==> config.mk <==
export PLATFORM = sky130hd
export DESIGN_NAME = reset_sequencer
export DESIGN_NICKNAME = d
export VERILOG_FILES = /design/src/rtl/reset_sequencer.sv
export SDC_FILE = /design/constraint.sdc
export NUM_CORES = 1
export LEC_CHECK = 0
export CAP_MARGIN = 10
export CORE_MARGIN = 5
export CORE_UTILIZATION = 60
export DETAILED_ROUTE_END_ITERATION = 7
export GPL_ROUTABILITY_DRIVEN = 0
export GPL_TIMING_DRIVEN = 0
export PLACE_DENSITY_LB_ADDON = 0.08
export SYNTH_ARGS = -nofsm -noshare
export SYNTH_HDL_FRONTEND = slang
export SYNTH_SLANG_ARGS = --single-unit
==> constraint.sdc <==
create_clock -name Clock -period 4.7 [get_ports Clock]
set_clock_uncertainty 0.1 [all_clocks]
set_input_delay 0.94 -clock Clock [delete_from_list [all_inputs] [get_ports Clock]]
set_output_delay 0.94 -clock Clock [all_outputs]
set_load 0.03 [all_outputs]
==> src/rtl/reset_sequencer.sv <==
// Reset sequencer: synchronises release of the board reset, holds all channels,
// then releases NUM_CH active-high channel resets one by one with a fixed stagger.
module reset_sequencer #(
  parameter int NUM_CH         = 4,
  parameter int HOLD_CYCLES    = 5,
  parameter int STAGGER_CYCLES = 2,
  parameter int SYNC_STAGES    = 2,
  parameter int CNT_W          = 8
) (
  input  logic              Clock,
  input  logic              Reset,
  input  logic              iRestart,
  output logic [NUM_CH-1:0] oChRst,
  output logic              oDone,
  output logic [7:0]        oLed
);

  typedef enum logic [1:0] {
    HOLD = 2'b01,
    REL  = 2'b10,
    DONE = 2'b11
  } state_t;

  localparam logic [CNT_W-1:0] HOLD_END    = CNT_W'(HOLD_CYCLES);
  localparam logic [CNT_W-1:0] STAGGER_END = CNT_W'(STAGGER_CYCLES);
  localparam logic [4:0]       LAST_CH     = 5'(NUM_CH - 1);

  logic [SYNC_STAGES-1:0] sync_q, sync_d;
  logic                   rst_n_sync;
  state_t                 state_q, state_d;
  logic [CNT_W-1:0]       cnt_q, cnt_d, cnt_inc;
  logic [4:0]             rel_q, rel_d;
  logic [NUM_CH-1:0]      ch_rst_q, ch_rst_d;
  logic                   done_q, done_d;
  logic [7:0]             led_q, led_d;
  logic [1:0]             code_d;

  assign rst_n_sync = sync_q[SYNC_STAGES-1];

  always_comb begin
    sync_d   = {sync_q[SYNC_STAGES-2:0], 1'b1};
    state_d  = state_q;
    cnt_d    = cnt_q;
    rel_d    = rel_q;
    ch_rst_d = ch_rst_q;
    done_d   = done_q;
    cnt_inc  = cnt_q + CNT_W'(1);

    // The FSM only runs once the synchronised reset has been released; restart wins over any release.
    if (rst_n_sync) begin
      if (iRestart) begin
        state_d  = HOLD;
        cnt_d    = '0;
        rel_d    = '0;
        ch_rst_d = '1;
        done_d   = 1'b0;
      end else begin
        case (state_q)
          HOLD: begin
            if (cnt_inc == HOLD_END) begin
              ch_rst_d[0] = 1'b0;
              rel_d       = 5'd1;
              cnt_d       = '0;
              state_d     = (NUM_CH == 1) ? DONE : REL;
              done_d      = (NUM_CH == 1);
            end else begin
              cnt_d = cnt_inc;
            end
          end
          REL: begin
            if (cnt_inc == STAGGER_END) begin
              for (int i = 0; i < NUM_CH; i++) begin
                if (i == int'(rel_q)) ch_rst_d[i] = 1'b0;
              end
              rel_d = rel_q + 5'd1;
              cnt_d = '0;
              if (rel_q == LAST_CH) begin
                state_d = DONE;
                done_d  = 1'b1;
              end
            end else begin
              cnt_d = cnt_inc;
            end
          end
          DONE: begin
          end
          default: state_d = HOLD;
        endcase
      end
    end

    // Status code reads 00 until the synchroniser output is high on this edge.
    code_d = sync_d[SYNC_STAGES-1] ? 2'(state_d) : 2'b00;
    led_d  = {done_d, code_d, rel_d};
  end

  always_ff @(posedge Clock or negedge Reset) begin
    if (!Reset) begin
      sync_q   <= '0;
      state_q  <= HOLD;
      cnt_q    <= '0;
      rel_q    <= '0;
      ch_rst_q <= '1;
      done_q   <= 1'b0;
      led_q    <= '0;
    end else begin
      sync_q   <= sync_d;
      state_q  <= state_d;
      cnt_q    <= cnt_d;
      rel_q    <= rel_d;
      ch_rst_q <= ch_rst_d;
      done_q   <= done_d;
      led_q    <= led_d;
    end
  end

  assign oChRst = ch_rst_q;
  assign oDone  = done_q;
  assign oLed   = led_q;

endmodule

After elaboration in Yosys (flattened, before gate mapping)
Cells that the tools add are included.
- reductions and logical operators: 12
- mux-type cells: 31
- equal/unequal tests: 12
- add/sub/neg operators: 2
- operators by type and width (cell ; count):
    $mux W8 ; 3
    $mux W5 ; 4
    $pmux W8 S2 ; 1
    $mux W2 ; 6
    $reduce_and A4 Y1 ; 3
    $eq A3 B5 Y1 const A ; 2
    $mux W1 ; 10
    $pmux W5 S2 ; 1
    $reduce_bool A2 Y1 ; 5
    $ne A3 B3 Y1 const B ; 3
    $add A8 B1 Y8 const B ; 1
    $eq A8 B2 Y1 const B ; 1
    $eq A8 B3 Y1 const B ; 1
    $mux W4 ; 2
    $pmux W2 S3 ; 1
    $add A5 B1 Y5 const B ; 1
    $eq A2 B5 Y1 const A ; 1
    $eq A5 B2 Y1 const B ; 1
    $logic_not A5 Y1 ; 1
    $reduce_and A5 Y1 ; 1
    $eq A2 B2 Y1 const B ; 2
    $pmux W1 S2 ; 2
    $mux W3 ; 1
    $reduce_bool A3 Y1 ; 1
    other kinds (2) ; 2
- logic and storage cells: 67
- register bits after elaboration: 30
- bits of input ports: 3
- output and inout bits: 13

Logic depth before layout (Yosys ltp)
Gate-level depths: netlist of the first run.
- depth in word-level cells: 7
- gate-level depth with buffers: 8
- mapped depth without buffers: 7

Worst setup path after synthesis of the first run
No wires, ideal clock.
- path kind: reg2reg
- start: register cnt_q[2]
- end: register led_q[3], in the netlist oLed[3]
- data required time: 4.531 ns
- path buffers: 1
- period minus slack after synthesis: 2.268 ns
- data arrival time: 2.099 ns
- cell stages (with the launch flop): 8
- setup slack: 2.432 ns
- setup time: 0.069 ns
- cell sequence: dfrtp_1 -> buf_2 -> nand4_2 -> o21a_1 -> or2_1 -> or4_1 -> or4_1 -> nand3_1
- word-level cells in the longest chain between the ends: 6
- elaborated cells on any way between the ends: 8
- those cells by class: add/sub (1); eq/ne (2); mux (5)
- RTL lines (what ; line ; text):
    start: declaration ; 31 ; logic [CNT_W-1:0] cnt_q, cnt_d, cnt_inc;
    start signal: assignment ; 109 ; cnt_q <= cnt_d;
    $add A8 B1 Y8 * ; 47 ; cnt_inc = cnt_q + CNT_W'(1);
    $eq A8 B2 Y1 or $eq A8 B3 Y1 (tied branches) ; 71, 60 ;
    $mux W5 (on tied branches) ; 71, 60 ;
    $pmux W5 S2 * ; 58 ; case (state_q)
    $mux W5 * ; 51 ; if (iRestart) begin
    $mux W5 * ; 50 ; if (rst_n_sync) begin
    end signal: assignment ; 113 ; led_q <= led_d;
    end: declaration ; 35 ; logic [7:0] led_q, led_d;
Every way passes the cells marked *; elsewhere a longest branch is shown, timed or not.
A chain may end at the register's enable or synchronous reset.

Worst setup path in the final report of the first run
- start: input port iRestart
- end: register ch_rst_q[0], in the netlist oChRst[0]
- word-level cells in the longest chain between the ends: 2
- elaborated cells on any way between the ends: 6
- those cells by class: eq/ne (3); mux (1); reduce/logical (2)
- RTL lines (what ; line ; text):
    start: declaration ; 12 ; input logic iRestart,
    $ne A3 B3 Y1 (no source line) or $reduce_bool A3 Y1 (tied branches) ; - ;
    $reduce_and A5 Y1 (no source line) ; - ;
    end signal: assignment ; 111 ; ch_rst_q <= ch_rst_d;
    end: declaration ; 33 ; logic [NUM_CH-1:0] ch_rst_q, ch_rst_d;
Several ways; a longest one is shown, not always the timed one.

==> results of run 1 <==
power groups by stage:
stage,logic [µW],registers (µW),clock network (µW)
3_5_place_dp,264,268,0
3_3_place_gp,249,267,0
4_1_cts,265,265,115
5_1_grt,298,270,125
6_report,270,265,113
2_1_floorplan,173,279,0
layout make-up:
type                            instances  area share (%)
Buffer                                  6            1.62
Clock buffer                            4            2.05
Inverter                               10            2.12
Multi-Input combinational cell        124            47.9
Sequential cell                        24            34.2
Tap cell                               30            2.12
Timing Repair Buffer                   16            10.0
sequential cells by signal, summed over array words and instances (netlist names):
| register | count |
|---|---|
| oChRst | 4 |
| sync_q | 2 |
| oLed | 7 |
| oDone | 1 |
| state_q | 2 |
| cnt_q | 8 |
routing by layer:
metal / global-route usage (%) / vias up / part of all wire (%)
met4: 9.49 / 0 / 1.7
met1: 28.0 / 677 / 44
met3: 3.19 / 5 / 3.3
met5: 0 / - / 0
li1: - / 649 / -
met2: 38.3 / 25 / 51
placed cells by master (no fill, tap or decap), types with 2 or more instances in the layout:
cell type,instances
sky130_fd_sc_hd__nand3b_1,2
sky130_fd_sc_hd__nand3_1,11
sky130_fd_sc_hd__clkbuf_4,3
sky130_fd_sc_hd__nand2b_1,3
sky130_fd_sc_hd__a311oi_1,2
sky130_fd_sc_hd__a22o_1,2
sky130_fd_sc_hd__o41ai_1,2
sky130_fd_sc_hd__a211oi_1,3
sky130_fd_sc_hd__xnor2_1,4
sky130_fd_sc_hd__clkbuf_1,3
sky130_fd_sc_hd__inv_1,10
sky130_fd_sc_hd__nand4_1,2
sky130_fd_sc_hd__o31ai_1,3
sky130_fd_sc_hd__o211ai_1,3
sky130_fd_sc_hd__buf_2,2
sky130_fd_sc_hd__nand2_1,9
sky130_fd_sc_hd__nor3_1,3
sky130_fd_sc_hd__a21o_1,2
sky130_fd_sc_hd__or4_1,2
sky130_fd_sc_hd__a31oi_1,4
sky130_fd_sc_hd__clkdlybuf4s50_1,15
sky130_fd_sc_hd__a21oi_1,10
sky130_fd_sc_hd__nor2_1,8
sky130_fd_sc_hd__o311ai_0,2
sky130_fd_sc_hd__dfrtp_1,19
sky130_fd_sc_hd__ha_1,12
sky130_fd_sc_hd__dfstp_2,5
sky130_fd_sc_hd__and3_1,7
sky130_fd_sc_hd__o21ai_0,12
final timing paths:
kind,start,end,slack [ns]
max,iRestart,oChRst[0]$_DFFE_PN1P_,2.02
max reg2reg,cnt_q[1]$_DFFE_PN0P_,oLed[6]$_DFF_PN0_,2.11
min reg2reg,sync_q[0]$_DFF_PN0_,sync_q[1]$_DFF_PN0_,0.31
min in group asynchronous,Reset,sync_q[1]$_DFF_PN0_,0.79
min,sync_q[0]$_DFF_PN0_,sync_q[1]$_DFF_PN0_,0.31
max in group asynchronous,Reset,oChRst[2]$_DFFE_PN1P_,3.21
metrics by stage:
stage	setup WS [ns]	util, %	total power (µW)	area [µm²]	std cells
floorplan	2.43	-	452	1520	164
global placement	1.70	69.7	516	1710	209
detailed placement	1.72	69.7	532	1710	209
CTS	2.05	71.2	645	1750	213
global route	1.88	72.3	693	1770	214
finish	2.02	72.3	649	1770	214
cells by family (layout without fill, tap and decap cells):
family          count (synthesis)  in the layout  synth area share [%]
compound gates                 51             51                  22.0
xor+xnor                        4              4                  2.30
fa+ha+maj                      12             12                  9.86
buf+inv                        16             36                  4.36
flops                          24             24                  39.9
mux                             1              1                 0.739
other cells                     1              1                 0.246
simple gates                   55             55                  20.6
==> run summary, run 1 <==
- complete, no violations — result of the run
- 0 — final setup fails
- 40.9% — portion of total power attributed to sequential cells
- 0 — # hold bufs at CTS
- 62.0% — initial core utilization
- 0 ns — final total negative setup slack
- 40.5% — fraction of power spent switching nets
- 179 — Net Count, Synth
- 10 — biggest fanout along the worst timing path
- sky130_fd_sc_hd__dfrtp_1 — count leader, synth
- 203 — layout filler cell count
- 2.68 ns — final critical-path required period
- sky130_fd_sc_hd__dfrtp_1 (31%), sky130_fd_sc_hd__ha_1 (9.9%), sky130_fd_sc_hd__dfstp_2 (8.6%) — biggest area contributors in the synthesized netlist
- 2450 µm² — Std-Cell Core Area
- reg -> reg — path class of the lowest-slack min-delay path
- 200 — net count reported at finish
- 366 nW/µm² — power density cells
- 0 — antenna cell count
- 6.34 — Via-to-Cell Ratio
- 0 — Slew Limit Fails
- 41.7% — combinational fraction of design power
- sky130_fd_sc_hd__o31ai_1 — library cell contributing the largest single delay on the critical path
- 17.5% — share of total power in the clock network
- 0 — number of antenna violations at the first check in global routing
- 1520 µm² — total standard cell area after synthesis
- 7 — number of cells on the worst reg-to-reg path
- 0.998 ns — Worst Tran Pin Value
- 1382 — number of global-route vias before repair
- 15 — IO buf count
- 386 µW — internal power component
- 0 — total of warnings raised by yosys
- 0.000783 µW — leakage power figure
- 18 — count of standard-cell rows
- sky130_fd_sc_hd__dfrtp_1 — largest area contributor in the synthesized netlist
- 60.4 µm — width of the die
- sky130_fd_sc_hd__dfrtp_1 (19), sky130_fd_sc_hd__ha_1 (12), sky130_fd_sc_hd__o21ai_0 (12) — Post-synth top cells
- input port — startpoint class of the critical path
- 1 — H-tree depth
- 24 — flops & latches, synth
- 0.33 ns — clock latency on the worst-skew pair
- 0 — total congestion overflow
- 0.14 ns — Reg clk slew, reported paths
- 607 µm² — register area
- 2 — worst-case clock buffer depth
- 850 µm² — area occupied by multi-input gates
- 31.2% — area share of the largest cell type after synthesis
- 9.78% — share of post-route cells with drive strength above 1
- 263 µW — switching power
- 2.85 ns — arrival time at the worst endpoint
- 0.000258 V — Max rail drop VDD
- 3 — CTS Buf Count
- 5 — cell count along the critical path
- sky130_fd_sc_hd__clkbuf_4 — CTS Root Buffer Type
- 60.4 µm — height of the die
- 0 — Resized cells post-CTS
- 2 — total buffers and inverters traversed by the critical path
- built — clock tree from TritonCTS
- 0.89 ns — Crit path largest cell delay
- 164 — synthesized instance count
- 44 — distinct cell type count after synthesis
- sky130_fd_sc_hd__dfrtp_1 — flip-flop cell with the highest count after synthesis
- 57.1% — crit share post-route
- 24 — TritonCTS Sinks
- 373 MHz — Highest Clock Rate
- 100% — post-synthesis async set-or-reset flop share
- 16.6 µm — wire length per cell after detailed routing
- 39.9% — sequential fraction of the synthesis area
- no — RSZ-0062 raised after global routing
- 16 — number of top-level pins
- 3560 µm — routed wire length
- in -> reg — kind of critical path
- 63 — number of DRC markers after the initial detailed-route iteration
- 3650 µm² — total die area
- 4.87 ns — WP data required
- 0 — number of max-cap violations
- compound AO/OA/AOI/OAI gates — family with the most delay on the worst path
- 0 — setup bufs post-CTS
- 0 — number of flops mapped to enable cells by yosys
- 9.28 µm² — Post-Synthesis Mean Instance Area
- 0 — final antenna-violating net count
- 4 — Pre-antenna DRT Iters
- 32.9% — relative max-transition margin
- 0.314 ns — final-layout worst hold slack
- 2550 µm — Detailed Place HPWL
- 0 — Hold Path Cell Cnt
- 22.3% — overall routing resource usage
- 1356 — via count
- flip-flop — Worst Setup End Kind
- 6110 µm — first-pass GRT wire length
- 25 — maximum number of pins on one net before global-route repair
- 0 — number of remaining DRC errors
- clkdlybuf4s50_1, clkbuf_1, o31ai_1, o21ai_0, o211ai_1 — CP cell instances
- 16.5% — growth of design area from synthesis to finish
- 0 — final hold violation count
Note: power is estimated with default switching activity, not from simulation.
==> inputs of run 2 (changes only) <==
CORE_ASPECT_RATIO = 2   (was not set)
CORE_UTILIZATION = 56   (was 60)
clock period = 2.61 ns   (was 4.7 ns; I/O delays follow)
==> run 2 against run 1 <==
  * Non-clock buffer count decreased by 1
  * Critical path type is now reg -> reg
  * Highest routed layer unchanged
  * Cell count shrank 1.4%
  * Routed wire length is 0.37% higher
  * Sequential cell count stayed put
  * Utilization fell by 3.1 points
  * Worst hold slack lost 0.019 ns
  * Die area up 7.7%
  * Power up 88%
  * Setup slack got worse by 1.9 ns
  * Largest power group unchanged
  * First-iteration DRC count shrank 14%
  * Largest cell class unchanged
  * Register-to-register slack got worse by 2.0 ns
  * Combinational power grew 83%
==> run summary, run 2 (synthesis results as in run 1) <==
- 0.09 ns — Reg clk slew, reported paths, was 0.14 ns
- 25 — maximum number of pins on one net before global-route repair, unchanged
- 6.44 — Via-to-Cell Ratio, was 6.34
- 83.7 µm — height of the die, was 60.4 µm
- 0 — number of remaining DRC errors, unchanged
- 2 — worst-case clock buffer depth, unchanged
- 24 — TritonCTS Sinks, unchanged
- 2600 µm² — Std-Cell Core Area, was 2450 µm²
- 0 — total congestion overflow, unchanged
- 3930 µm² — total die area, was 3650 µm²
- built — clock tree from TritonCTS, unchanged
- 211 — number of standard cells in the layout, taps in and fillers out, was 214
- 4 — Pre-antenna DRT Iters, unchanged
- 207 — post-placement cell count, was 209
- 1 — H-tree depth, unchanged
- 8 — max FFs per register, unchanged
- 0.14 ns — reg-to-reg slack, setup, was 2.11 ns
- 26 — count of standard-cell rows, was 18
- sync_q[0]$_DFF_PN0_ — hold path startpoint, unchanged
- 8 — biggest fanout along the worst timing path, was 10
- complete, no violations — result of the run, unchanged
- 46.9 µm — width of the die, was 60.4 µm
- 2.47 ns — final critical-path required period
- 0.000781 µW — leakage power figure, was 0.000783 µW
- 0 — final hold violation count, unchanged
- 2690 µm — Detailed Place HPWL, was 2550 µm
- 20.6% — share of total power in the clock network, was 17.5%
- 1.04 ns — Worst Tran Pin Value, was 0.998 ns
- 0 — final antenna-violating net count, unchanged
- 464 µW — switching power, was 263 µW
- no — RSZ-0062 raised after global routing, unchanged
- 3 — CTS Buf Count, unchanged
- oLed[3]$_DFFE_PN0P_ — worst flop-to-flop path endpoint, was oLed[6]$_DFF_PN0_
- reg -> reg — path class of the lowest-slack min-delay path, unchanged
- cnt_q — top register by number of flip-flops, unchanged
- 54 — number of DRC markers after the initial detailed-route iteration, was 63
- 679 nW/µm² — power density cells, was 366 nW/µm²
- 0 — # hold bufs at CTS, unchanged
- 0 — number of antenna violations at the first check in global routing, unchanged
- 1358 — via count, was 1356
- reg -> reg — kind of critical path, was in -> reg
- 0.26 ns — clock latency on the worst-skew pair, was 0.33 ns
- sky130_fd_sc_hd__clkbuf_8 — CTS Root Buffer Type, was sky130_fd_sc_hd__clkbuf_4
- 199 — net count reported at finish, was 200
- flip-flop — Worst Setup End Kind, unchanged
- flip-flop — startpoint class of the critical path, was input port
- 58.5% — initial core utilization, was 62.0%
- 0 — setup bufs post-CTS, unchanged
- 406 MHz — Highest Clock Rate
- 15 — IO buf count, unchanged
- 0 — final setup fails, unchanged
- 758 µW — internal power component, was 386 µW
- 39.1% — portion of total power attributed to sequential cells, was 40.9%
- 6000 µm — first-pass GRT wire length, was 6110 µm
- 16 — number of top-level pins, unchanged
- 30.7% — relative max-transition margin, was 32.9%
- 18.2% — growth of design area from synthesis to finish, was 16.5%
- 7 — number of cells on the worst reg-to-reg path, unchanged
- 94.5% — crit share post-route
- 0 — antenna cell count, unchanged
- 0.000528 V — Max rail drop VDD, was 0.000258 V
- 69.1% — post-layout utilization of the core, was 72.3%
- 0 — number of max-cap violations, unchanged
- sync_q[1]$_DFF_PN0_ — end of the worst hold path, unchanged
- 2.57 ns — arrival time at the worst endpoint, was 2.85 ns
- 2.71 ns — WP data required, was 4.87 ns
- 0 — Hold Path Cell Cnt, unchanged
- 40.4% — combinational fraction of design power, was 41.7%
- 16.9 µm — wire length per cell after detailed routing, was 16.6 µm
- sky130_fd_sc_hd__dfrtp_1 — most common cell after layout, fill and taps aside, unchanged
- 20.0% — overall routing resource usage, was 22.3%
- cnt_q[2]$_DFFE_PN0P_ — launch point of the worst reg-to-reg path, was cnt_q[1]$_DFFE_PN0P_
- 11.5% — share of post-route cells with drive strength above 1, was 9.78%
- 1322 — number of global-route vias before repair, was 1382
- sky130_fd_sc_hd__dfrtp_1 (18), sky130_fd_sc_hd__clkdlybuf4s50_1 (15), sky130_fd_sc_hd__o21ai_0 (12), sky130_fd_sc_hd__ha_1 (12), sky130_fd_sc_hd__nand3_1 (11) — leading cell types in the layout, fill and taps excluded, was sky130_fd_sc_hd__dfrtp_1 (19), sky130_fd_sc_hd__clkdlybuf4s50_1 (15), sky130_fd_sc_hd__o21ai_0 (12), sky130_fd_sc_hd__ha_1 (12), sky130_fd_sc_hd__nand3_1 (11)
- 3570 µm — routed wire length, was 3560 µm
- 38.0% — fraction of power spent switching nets, was 40.5%
- 0 — Slew Limit Fails, unchanged
[run 2: cell types whose count changed in the layout (fill, tap and decap cells not counted), sizes merged]
cell / previous run / this run
clkbuf: 7 / 8
buf: 4 / 2
[run 2: routing by layer]
metal  part of all wire (%)  wire (µm)  GRT usage [%]
met5                      0          0              0
met4                    2.1         76           7.30
met3                    3.7        133           3.02
met2                     56       2010           33.5
met1                     38       1350           24.4
[run 2: power groups by stage]
stage                     combinational (µW)  sequential (µW)  clock [µW]
after CTS                                467              478         255
after floorplan                          312              502           0
final                                    494              477         251
after global placement                   457              480           0
after detailed placement                 465              484           0
after global routing                     549              489         270
[run 2: worst max path at each step]
| stage | start | to | slack [ns] | cells past startpoint |
|---|---|---|---|---|
| floorplan | cnt_q[2]$_DFFE_PN0P_ | oLed[3]$_DFFE_PN0P_ | 0.34 | 7 |
| global placement | iRestart | oChRst[0]$_DFFE_PN1P_ | 0.008 | 5 |
| detailed placement | iRestart | cnt_q[3]$_DFFE_PN0P_ | -0.05 | 5 |
| CTS | cnt_q[3]$_DFFE_PN0P_ | oLed[0]$_DFFE_PN0P_ | 0.09 | 7 |
| global route | cnt_q[2]$_DFFE_PN0P_ | oLed[3]$_DFFE_PN0P_ | 0.004 | 7 |
| finish | cnt_q[2]$_DFFE_PN0P_ | oLed[3]$_DFFE_PN0P_ | 0.14 | 7 |
[run 2: area by class of cell]
cell class / count / area (µm²)
fill: 217 / 803
clock buffer: 4 / 55.1
multi-input combinational: 124 / 882
inverter: 10 / 37.5
tap: 28 / 35.0
timing repair buffer: 15 / 150
sequential: 24 / 608
buffer: 6 / 31.3
[run 2: stage by stage]
stage          total power [µW]  hold WS [ns]  setup slack [ns]  setup TNS, ns  area, µm²
4_1_cts                    1200         0.298            0.0864              0       1760
5_1_grt                    1310         0.316           0.00356              0       1800
3_3_place_gp                937         0.270           0.00795              0       1710
2_1_floorplan               814         0.126             0.342              0       1520
6_report                   1220         0.294             0.144              0       1800
3_5_place_dp                948         0.278           -0.0482         -0.187       1710
[run 2: critical path: stages (launching register included)]
cell	delay [ns]
sky130_fd_sc_hd__dfrtp_1	0.33
sky130_fd_sc_hd__clkbuf_4	0.18
sky130_fd_sc_hd__nand4_2	0.16
sky130_fd_sc_hd__o21a_1	0.25
sky130_fd_sc_hd__or2_1	0.30
sky130_fd_sc_hd__or4_4	0.50
sky130_fd_sc_hd__or4_1	0.50
sky130_fd_sc_hd__nand3_1	0.09
[run 2: repair_timing]
| item | 4_1_cts | 5_1_grt |
|---|---|---|
| hold endpoints to repair | 0 | 0 |
| setup endpoints to repair | 0 | 11 |
| gates resized for setup | 0 | 7 |
==> inputs of run 3 (changes only) <==
GPL_ROUTABILITY_DRIVEN = not set   (was 0)
==> results of run 3 <==
Final layout, timing and power as in run 2 (identical DEF).
